### config.mk
export PLATFORM = sky130hd
export DESIGN_NAME = load_store_unit
export DESIGN_NICKNAME = d
export VERILOG_FILES = /design/src/rtl/load_store_unit_pkg.sv /design/src/rtl/load_store_unit_lane_align.sv /design/src/rtl/load_store_unit.sv
export SDC_FILE = /design/constraint.sdc
export NUM_CORES = 1
export LEC_CHECK = 0
export CAP_MARGIN = 25
export CORE_MARGIN = 5
export CORE_UTILIZATION = 40
export CTS_CLUSTER_DIAMETER = 40
export CTS_CLUSTER_SIZE = 10
export DETAILED_ROUTE_END_ITERATION = 8
export PLACE_DENSITY = 0.89
export SLEW_MARGIN = 0
export SYNTH_ARGS = -nofsm -noshare
export SYNTH_HDL_FRONTEND = slang
export SYNTH_SLANG_ARGS = --single-unit
### constraint.sdc
create_clock -name clk -period 1.6 [get_ports clk]
set_input_delay 0.16 -clock clk [delete_from_list [all_inputs] [get_ports clk]]
set_output_delay 0.16 -clock clk [all_outputs]
set_load 0.01 [all_outputs]
### src/rtl/load_store_unit_pkg.sv
`default_nettype none
// ============================================================================
// Module      : load_store_unit_pkg
// Description : Shared definitions for the load/store unit. Holds the funct3
//               access-size codes, the internal size encoding and the
//               lane-offset helper used by both the top level and the lane
//               aligner.
// Revision    : 1.0 - initial release
// ============================================================================
package load_store_unit_pkg;

  // funct3 access-size codes. Stores reuse the signed codes
  // (SB = LB, SH = LH, SW = LW).
  localparam logic [2:0] FUNCT3_LB  = 3'b000;
  localparam logic [2:0] FUNCT3_LH  = 3'b001;
  localparam logic [2:0] FUNCT3_LW  = 3'b010;
  localparam logic [2:0] FUNCT3_LBU = 3'b100;
  localparam logic [2:0] FUNCT3_LHU = 3'b101;

  // Size as carried in funct3[1:0].
  localparam logic [1:0] SIZE_BYTE = 2'b00;
  localparam logic [1:0] SIZE_HALF = 2'b01;
  localparam logic [1:0] SIZE_WORD = 2'b10;

  // Byte lane of the access within the word. Halfword and word accesses
  // ignore the low address bits that do not select a lane.
  function automatic logic [1:0] lane_offset(input logic [1:0] size,
                                             input logic [1:0] addr_lo);
    case (size)
      SIZE_BYTE: return addr_lo;
      SIZE_HALF: return {addr_lo[1], 1'b0};
      default:   return 2'b00;
    endcase
  endfunction

endpackage
`default_nettype wire

### src/rtl/load_store_unit_lane_align.sv
`default_nettype none
// ============================================================================
// Module      : lsu_lane_align
// Description : Combinational lane formatting for the load/store unit.
//               Store side: replicates the byte/half across all lanes and
//               builds the write strobe. Load side: selects the addressed
//               lane of the response word and sign/zero extends it.
// Ports       : i_st_size/i_st_addr_lo/i_st_data -> o_st_wdata, o_st_wstrb
//               i_ld_funct3/i_ld_addr_lo/i_ld_rdata -> o_ld_data
// Revision    : 1.0 - initial release
// ============================================================================
module lsu_lane_align
  import load_store_unit_pkg::*;
(
  input  logic [1:0]  i_st_size,
  input  logic [1:0]  i_st_addr_lo,
  input  logic [31:0] i_st_data,
  output logic [31:0] o_st_wdata,
  output logic [3:0]  o_st_wstrb,
  input  logic [2:0]  i_ld_funct3,
  input  logic [1:0]  i_ld_addr_lo,
  input  logic [31:0] i_ld_rdata,
  output logic [31:0] o_ld_data
);

  logic [1:0]  w_st_off;
  logic [1:0]  w_ld_off;
  logic [31:0] w_ld_shifted;
  logic        w_ld_sign;

  always_comb begin
    w_st_off   = lane_offset(i_st_size, i_st_addr_lo);
    o_st_wdata = i_st_data;
    o_st_wstrb = 4'b1111;
    case (i_st_size)
      SIZE_BYTE: begin
        o_st_wdata = {4{i_st_data[7:0]}};
        o_st_wstrb = 4'b0001 << w_st_off;
      end
      SIZE_HALF: begin
        o_st_wdata = {2{i_st_data[15:0]}};
        o_st_wstrb = 4'b0011 << w_st_off;
      end
      default: ;
    endcase
  end

  always_comb begin
    w_ld_off     = lane_offset(i_ld_funct3[1:0], i_ld_addr_lo);
    // Move the addressed lane down to bit 0 before extension.
    w_ld_shifted = i_ld_rdata >> {w_ld_off, 3'b000};
    w_ld_sign    = 1'b0;
    o_ld_data    = w_ld_shifted;
    case (i_ld_funct3[1:0])
      SIZE_BYTE: begin
        w_ld_sign = ~i_ld_funct3[2] & w_ld_shifted[7];
        o_ld_data = {{24{w_ld_sign}}, w_ld_shifted[7:0]};
      end
      SIZE_HALF: begin
        w_ld_sign = ~i_ld_funct3[2] & w_ld_shifted[15];
        o_ld_data = {{16{w_ld_sign}}, w_ld_shifted[15:0]};
      end
      default: ;
    endcase
  end

endmodule
`default_nettype wire

### src/rtl/load_store_unit.sv
`default_nettype none
// ============================================================================
// Module      : load_store_unit
// Description : Multi-cycle data-memory access stage. Takes the ALU result as
//               effective address and rs2 as store data, issues a
//               valid/ready request to data memory, formats loads/stores and
//               stalls the CPU while the access is in flight.
// Ports       : clk, reset (sync, active high)
//               mem_read/mem_write/funct3/addr/store_data  - instruction side
//               load_data/stall/done/access_err             - CPU side
//               mem_req_*  / mem_resp_*                     - memory side
// Macro       : LSU_MISALIGN_CHECK_EN - reject misaligned half/word accesses
// Revision    : 1.0 - initial release
// ============================================================================
module load_store_unit
  import load_store_unit_pkg::*;
#(
  parameter int ADDR_W = 32
) (
  input  logic              clk,
  input  logic              reset,
  input  logic              mem_read,
  input  logic              mem_write,
  input  logic [2:0]        funct3,
  input  logic [ADDR_W-1:0] addr,
  input  logic [31:0]       store_data,
  output logic [31:0]       load_data,
  output logic              stall,
  output logic              done,
  output logic              access_err,
  output logic              mem_req_valid,
  input  logic              mem_req_ready,
  output logic              mem_req_we,
  output logic [ADDR_W-1:0] mem_req_addr,
  output logic [31:0]       mem_req_wdata,
  output logic [3:0]        mem_req_wstrb,
  input  logic              mem_resp_valid,
  input  logic [31:0]       mem_resp_rdata
);

  localparam logic [1:0] ST_IDLE      = 2'd0;
  localparam logic [1:0] ST_REQ       = 2'd1;
  localparam logic [1:0] ST_WAIT_RESP = 2'd2;
  localparam logic [1:0] ST_DONE      = 2'd3;

  logic [1:0]        state_q, state_d;
  logic [1:0]        addr_lo_q, addr_lo_d;
  logic [2:0]        funct3_q, funct3_d;
  logic [31:0]       load_data_q, load_data_d;
  logic [ADDR_W-1:0] req_addr_q, req_addr_d;
  logic [31:0]       req_wdata_q, req_wdata_d;
  logic [3:0]        req_wstrb_q, req_wstrb_d;
  logic              req_we_q, req_we_d;

  logic        w_req;
  logic        w_f3_ok;
  logic        w_misalign;
  logic        w_illegal;
  logic        w_accept;
  logic [31:0] w_st_wdata;
  logic [3:0]  w_st_wstrb;
  logic [31:0] w_ld_data;

  // Store formatting uses the live instruction inputs so the request fields
  // are registered already formatted; load extraction uses the latched
  // lane and size against the response word.
  lsu_lane_align u_lane_align (
    .i_st_size    (funct3[1:0]),
    .i_st_addr_lo (addr[1:0]),
    .i_st_data    (store_data),
    .o_st_wdata   (w_st_wdata),
    .o_st_wstrb   (w_st_wstrb),
    .i_ld_funct3  (funct3_q),
    .i_ld_addr_lo (addr_lo_q),
    .i_ld_rdata   (mem_resp_rdata),
    .o_ld_data    (w_ld_data)
  );

  // ---------------------------------------------------------------- legality
  always_comb begin
    w_f3_ok = 1'b0;
    case (funct3)
      FUNCT3_LB, FUNCT3_LH, FUNCT3_LW: w_f3_ok = 1'b1;
      // Unsigned size codes have no store counterpart.
      FUNCT3_LBU, FUNCT3_LHU:          w_f3_ok = mem_read;
      default:                         w_f3_ok = 1'b0;
    endcase
  end

`ifdef LSU_MISALIGN_CHECK_EN
  assign w_misalign = ((funct3[1:0] == SIZE_HALF) && addr[0]) ||
                      ((funct3[1:0] == SIZE_WORD) && (addr[1:0] != 2'b00));
`else
  assign w_misalign = 1'b0;
`endif

  assign w_req     = mem_read | mem_write;
  assign w_illegal = (mem_read & mem_write) | ~w_f3_ok | w_misalign;
  assign w_accept  = (state_q == ST_IDLE) & w_req & ~w_illegal;

  // ---------------------------------------------------------- state register
  always_ff @(posedge clk) begin
    if (reset) begin
      state_q     <= ST_IDLE;
      addr_lo_q   <= 2'b00;
      funct3_q    <= 3'b000;
      load_data_q <= 32'd0;
      req_addr_q  <= '0;
      req_wdata_q <= 32'd0;
      req_wstrb_q <= 4'd0;
      req_we_q    <= 1'b0;
    end else begin
      state_q     <= state_d;
      addr_lo_q   <= addr_lo_d;
      funct3_q    <= funct3_d;
      load_data_q <= load_data_d;
      req_addr_q  <= req_addr_d;
      req_wdata_q <= req_wdata_d;
      req_wstrb_q <= req_wstrb_d;
      req_we_q    <= req_we_d;
    end
  end

  // -------------------------------------------------------------- next state
  always_comb begin
    state_d = state_q;
    case (state_q)
      ST_IDLE:      if (w_accept) state_d = ST_REQ;
      ST_REQ:       if (mem_req_ready) state_d = req_we_q ? ST_DONE : ST_WAIT_RESP;
      ST_WAIT_RESP: if (mem_resp_valid) state_d = ST_DONE;
      default:      state_d = ST_IDLE;
    endcase
  end

  // ---------------------------------------------------------------- datapath
  always_comb begin
    addr_lo_d   = addr_lo_q;
    funct3_d    = funct3_q;
    load_data_d = load_data_q;
    req_addr_d  = req_addr_q;
    req_wdata_d = req_wdata_q;
    req_wstrb_d = req_wstrb_q;
    req_we_d    = req_we_q;
    if (w_accept) begin
      addr_lo_d   = addr[1:0];
      funct3_d    = funct3;
      req_addr_d  = {addr[ADDR_W-1:2], 2'b00};
      req_wdata_d = w_st_wdata;
      req_wstrb_d = w_st_wstrb;
      req_we_d    = mem_write;
    end
    if ((state_q == ST_WAIT_RESP) && mem_resp_valid) begin
      load_data_d = w_ld_data;
    end
  end

  // ----------------------------------------------------------------- outputs
  always_comb begin
    mem_req_valid = (state_q == ST_REQ);
    done          = (state_q == ST_DONE);
    access_err    = (state_q == ST_IDLE) & w_req & w_illegal;
    stall         = w_accept | (state_q == ST_REQ) | (state_q == ST_WAIT_RESP);
  end

  assign load_data     = load_data_q;
  assign mem_req_we    = req_we_q;
  assign mem_req_addr  = req_addr_q;
  assign mem_req_wdata = req_wdata_q;
  assign mem_req_wstrb = req_wstrb_q;

endmodule
`default_nettype wire

==> results of run 1 <==
[logic make-up after synthesis]
group | after synthesis | share of synthesized area (%)
compound gates | 242 | 28.69
fa+ha+maj | 4 | 0.9430
flops | 106 | 39.98
other cells | 1 | 0.07065
mux | 25 | 6.742
buf+inv | 72 | 6.742
simple gates | 164 | 16.83
[layout make-up]
class,count,area (um2)
Sequential cell,106,2130
Clock buffer,11,232.7
Timing Repair Buffer,263,2639
Antenna cell,2,5.005
Fill cell,1050,4763
Tap cell,176,220.2
Multi-Input combinational cell,439,3059
Clock inverter,5,55.05
Inverter,7,33.78
[timing repair]
action | 4_1_cts | 5_1_grt
endpoints found under the setup margin | 106 | 30
pin swaps | 4 | 11
cloned | 0 | 4
setup buffers | 0 | 6
resized for setup | 43 | 47
[where the power goes]
| part | switching (W) | leakage (nW) | total (W) | internal [W] |
|---|---|---|---|---|
| Combinational | 0.00236 | 1.88 | 0.00453 | 0.00217 |
| Sequential | 0.000236 | 0.866 | 0.00329 | 0.00305 |
| Clock | 0.000988 | 0.136 | 0.00220 | 0.00121 |
[flip-flops by register name, summed over array words and instances (netlist names)]
signal,cells
funct3_q,3
mem_req_we,1
load_data,32
mem_req_wdata,32
addr_lo_q,2
state_q,2
mem_req_wstrb,4
mem_req_addr,30
[cell usage after synthesis, types with 5 or more instances]
library cell / count
dfxtp_1: 106
o21ai_0: 95
a21oi_1: 81
nand3_1: 53
nand2_1: 50
clkbuf_1: 28
nand2b_1: 20
mux2i_1: 17
a32oi_1: 16
buf_2: 14
a211oi_1: 11
a21oi_2: 11
a311oi_2: 11
nor2_1: 11
nand3b_1: 8
nand4b_1: 8
o2111ai_1: 8
buf_4: 7
buf_1: 6
buf_6: 5
clkbuf_2: 5
inv_1: 5
mux4_1: 5
[metal layers]
metal	global-route usage (%)	share of wire, %	routed length [um]
met1	27.07	40	7574
met2	36.22	49	9231
met3	4.307	7.1	1328
met4	10.40	3.6	675
met5	0	0	0
[metrics by stage]
step | total power, W | setup slack, ns
after floorplan | 0.005376 | -0.03175
after global placement | 0.007211 | -0.6121
after detailed placement | 0.007279 | -0.6338
after CTS | 0.009653 | -0.06546
after global routing | 0.01051 | -0.1299
final | 0.01001 | -0.06577
[worst paths after layout]
check                                               start                            end  slack [ns]  cells after the start
worst max-delay path             funct3_q[0]$_SDFFE_PP0P_     load_data[30]$_SDFFE_PP0P_       -0.07                      4
worst min-delay path                                reset  mem_req_addr[31]$_SDFFE_PP0P_        0.16                      2
worst max register to register   funct3_q[0]$_SDFFE_PP0P_     load_data[30]$_SDFFE_PP0P_       -0.07                      4
worst min register to register  load_data[1]$_SDFFE_PP0P_      load_data[1]$_SDFFE_PP0P_        0.46                      2
==> flow_summary.toml, run 1 <==
[status]
status = "finished, violations left"
violations_in_the_final_reports = "negative setup slack"

[sta]
rsz0062_at_grt = "true"
timing.hold.ws_ns = 0.1572
hold_viol = 0
finClkSkew_ns = 0.008766
setup_viol = 8
layout_setup_ws_ns = -0.06577
max_slew.worst_pin.slew_ns = 0.5800
final.setup.tns_ns = -0.2771
final_min_period_over_clock_period_pct = 104.1
slew_viol_final = 0
timing.fmax_mhz = 600.3
max_slew_headroom_pct = 61.19
min_period_ns = 1.666

[cells_and_area]
drive_above_1_share_pct = 18.65
final_cell_mix = "clkdlybuf4s50_1 (197), dfxtp_1 (102), o21ai_0 (88)"
final_cell_count_without_fillers = 1009
postLayoutCoreUtil_pct = 63.74
area_delta_synth_final_pct = 57.78
layout_commonest_cell = "clkdlybuf4s50_1"
final_instance_area_um2 = 8374
nNetsFinal = 935

[detailed_routing]
drt_iter0_markers = 500
viasPerCell = 5.630
dr.pass1.iters = 5
num_vias = 5681
postRouteAntennaNets = 0
post_drt_wl_per_cell_um = 18.64
drt_drc_violations_left = 0
routed_wl_um = 18810

[synth]
synthDominantAreaCellType = "dfxtp_1"
number_of_library_cell_types_mapped_by_synthesis = 50
syn-mean-instance-area_um2 = 8.644
synth_seq_area_share_pct = 39.98
synthDominantCellAreaShare_pct = 39.98
number_of_enable_type_register_cells_in_the_synthesized_netlist = 0
syn-cell-area_um2 = 5308
synth_cells = 614
synth_top_flop_cell = "dfxtp_1"
synth.yosys.warnings = 0
synth_seq_cells = 106
synth_async_sr_flop_share_pct = 0
top_cells_by_area_synth = "dfxtp_1 (40%), o21ai_0 (9.0%), a21oi_1 (7.6%), nand3_1 (5.0%), nand2_1 (3.5%)"

[floorplanning]
coreArea_um2 = 13140
core.rowCount = 42
start_util_pct = 40.40
top_level_ports = 210
dieWidth_um = 125.2
design.die.area_um2 = 15670
die_height_um = 125.2

[place]
placed_cell_area_um2 = 7739
dp.final_hpwl_um = 12960
io_buffers = 207
dp_cells = 982
gp_congestion = 0.8678

[power_and_ir_drop]
cellLeakagePower_nw = 2.884
ir_drop_v = 0.0008066
p_per_area_nw_per_um2 = 1195

[grt]
wire_length_of_the_first_global_routing_pass_um = 27880
grt_antenna_before_repair = 2
maximum_number_of_pins_on_one_net_before_global_route_repair = 77
global_route.overflow_total = 0
number_of_global_route_vias_before_repair = 5317
grt.total_usage_pct = 21.76

[critical_path]
cp_data_required_time_ns = 1.81
timing.critical_path.cells = "nand2b_1, mux2i_2, o221a_4, o21ai_0"
setup.worst_path.end_class = "register"
kind_of_cell_adding_the_most_delay_to_the_critical_path = "compound AO/OA/AOI/OAI gates"
path_max_fanout = 12
start_kind = "register"
critPathMaxStageDelay_ns = 0.40
critical_path.n_buffers_inverters = 0
critical_path.slowest_cell = "dfxtp_2"
timing.critical_path.arrival_ns = 1.88
timing.setup.critical_path_class = "register to register"

[clocking]
clk_root_buffer_cell = "clkbuf_16"
clock_latency_ns = 0.35
htree_num_levels = 3
cts.sink_count = 106
hold_buffers = 0
cts_tree = "done"
clkTransAtPathRegs_ns = 0.07
clk_path_buf_depth = 2
cts_inserted_buffers = 9

[job]
timing.max_cap.violations = 0

[hold_path]
hold_class = "input pin to register"
Power figures use the tool's default switching activity.
==> run 2: changes to the inputs <==
--- a/config.mk
+++ b/config.mk
@@ -6,6 +6,7 @@
 export NUM_CORES = 1
 export LEC_CHECK = 0
 export CAP_MARGIN = 25
+export CORE_ASPECT_RATIO = 0.8
 export CORE_MARGIN = 5
 export CORE_UTILIZATION = 40
 export CTS_CLUSTER_DIAMETER = 40
==> run 2 against run 1 <==
  * The flow still finishes with violations (negative setup slack)
  * Via count grew 0.33%
  * Die area is essentially flat
  * Global-route usage grew 0.71 points
  * Critical endpoint is now stall
  * Largest cell class unchanged
  * Largest power group unchanged
==> flow_summary.toml, run 2 (same netlist as run 1, synthesis figures left out) <==
[status]
status = "finished, violations left"
violations_in_the_final_reports = "negative setup slack"

[grt]
wire_length_of_the_first_global_routing_pass_um = 28750
grt_antenna_before_repair = 1
number_of_global_route_vias_before_repair = 5307
global_route.overflow_total = 0
maximum_number_of_pins_on_one_net_before_global_route_repair = 58
grt.total_usage_pct = 22.46

[floorplanning]
coreArea_um2 = 12920
dieWidth_um = 138.8
start_util_pct = 41.09
die_height_um = 113.0
core.rowCount = 37
top_level_ports = 210
design.die.area_um2 = 15690

[sta]
hold_viol = 0
slew_viol_final = 0
max_slew_headroom_pct = 53.15
max_slew.worst_pin.slew_ns = 0.7028
final_min_period_over_clock_period_pct = 103.7
finClkSkew_ns = 0.006616
timing.fmax_mhz = 602.5
timing.hold.ws_ns = 0.3200
setup_viol = 2
rsz0062_at_grt = "true"
min_period_ns = 1.660
layout_setup_ws_ns = -0.05982

[critical_path]
kind_of_cell_adding_the_most_delay_to_the_critical_path = "simple AND/OR/NAND/NOR gates"
cp_data_required_time_ns = 1.44
critical_path.slowest_cell = "or3_4"
setup.worst_path.end_class = "output pin"
timing.critical_path.cells = "inv_2, buf_6, ha_4, or3_4, buf_6"
critical_path.n_buffers_inverters = 3
critPathMaxStageDelay_ns = 0.36
timing.critical_path.arrival_ns = 1.50
worst_path_most_repeated_cell = "buf_6"
path_max_fanout = 4
start_kind = "register"
timing.setup.critical_path_class = "register to output pin"

[clocking]
cts.sink_count = 106
cts_tree = "done"
hold_buffers = 0
htree_num_levels = 3
cts_inserted_buffers = 9
clkTransAtPathRegs_ns = 0.08
clock_latency_ns = 0.34
clk_root_buffer_cell = "clkbuf_16"
clk_path_buf_depth = 2

[power_and_ir_drop]
cellLeakagePower_nw = 2.941
ir_drop_v = 0.0008197
sequentialPowerShare_pct = 32.4
clock_power_share_pct = 21.5
overall_power_w = 0.01013
combPwrFrac_pct = 46.2
internal_power_w = 0.006423
p_per_area_nw_per_um2 = 1207
power_switching_share_pct = 36.60
net-switching-power_w = 0.003709

[job]
timing.max_cap.violations = 0

[cells_and_area]
multi_input_comb_area_um2 = 2984
antenna-diode-count = 0
nNetsFinal = 946
drive_above_1_share_pct = 18.17
final_cell_count_without_fillers = 1017
layout_commonest_cell = "clkdlybuf4s50_1"
area.sequential_um2 = 2136
area_delta_synth_final_pct = 58.18
final_cell_mix = "clkdlybuf4s50_1 (197), dfxtp_1 (101), o21ai_0 (94)"
n_fill_cell = 1032

[detailed_routing]
num_vias = 5700
postRouteAntennaNets = 0
drt_iter0_markers = 517
drt_drc_violations_left = 0
viasPerCell = 5.605
post_drt_wl_per_cell_um = 18.66
routed_wl_um = 18980
dr.pass1.iters = 5

[place]
dp_cells = 993
dp.final_hpwl_um = 13400
gp_congestion = 0.8377
io_buffers = 207

[hold_path]
hold_class = "input pin to register"
run 2: per-stage QoR:
step | TNS [ns] | cell area [um2] | utilization [%] | setup WS (ns)
after floorplan | -0.1588 | 5315 | - | -0.03175
after CTS | -0.2781 | 8175 | 63.30 | -0.09788
after global routing | -0.2248 | 8396 | 65.00 | -0.1066
final | -0.06764 | 8396 | 65.00 | -0.05982
after global placement | -35.63 | 7815 | 60.51 | -0.6149
after detailed placement | -38.69 | 7815 | 60.51 | -0.6199
run 2: path summary, 6_finish.rpt:
kind                                                start                         end  slack, ns  cells after the start
worst max-delay path              state_q[0]$_SDFFE_PP0P_                       stall      -0.06                      5
worst min register to register  load_data[5]$_SDFFE_PP0P_   load_data[5]$_SDFFE_PP0P_       0.46                      2
worst max register to register    state_q[0]$_SDFFE_PP0P_     state_q[0]$_SDFFE_PP0P_      -0.01                      8
worst min-delay path                                reset  load_data[17]$_SDFFE_PP0P_       0.32                      4
run 2: worst min-delay path, delay by kind of cell:
family,cells,cell delay [ns]
buf+inv,1,0.14
compound gates,2,0.20
simple gates,1,0.13
run 2: cell type report:
class,instances,share of cell area [%]
repair buffers,276,32.59
inverters,7,0.4024
flip-flops and latches,106,25.44
well taps,175,2.608
clock buffers,9,2.683
clock inverters,7,0.7303
multi-input cells,437,35.54
run 2: routing by layer:
metal / wire [um] / global-route usage, % / share of wire (%)
met1: 8225 / 30.37 / 43
met2: 8750 / 34.52 / 46
met3: 1462 / 6.210 / 7.7
met4: 531 / 8.214 / 2.8
met5: 7 / 0 / 0.037
run 2: power by group through the flow:
stage | registers [W] | logic, W | clock network [W]
finish | 0.00328 | 0.00468 | 0.00217
detailed placement | 0.00333 | 0.00402 | 0
global placement | 0.00332 | 0.00395 | 0
floorplan | 0.00348 | 0.00190 | 0
CTS | 0.00328 | 0.00418 | 0.00223
global route | 0.00333 | 0.00502 | 0.00232
run 2: timing repair:
item                                    in CTS  in global routing
endpoints found under the setup margin     107                 63
cloned                                       0                  2
gates resized for setup                     38                 34
pin swaps                                    4                  7
buffers inserted                             2                  4
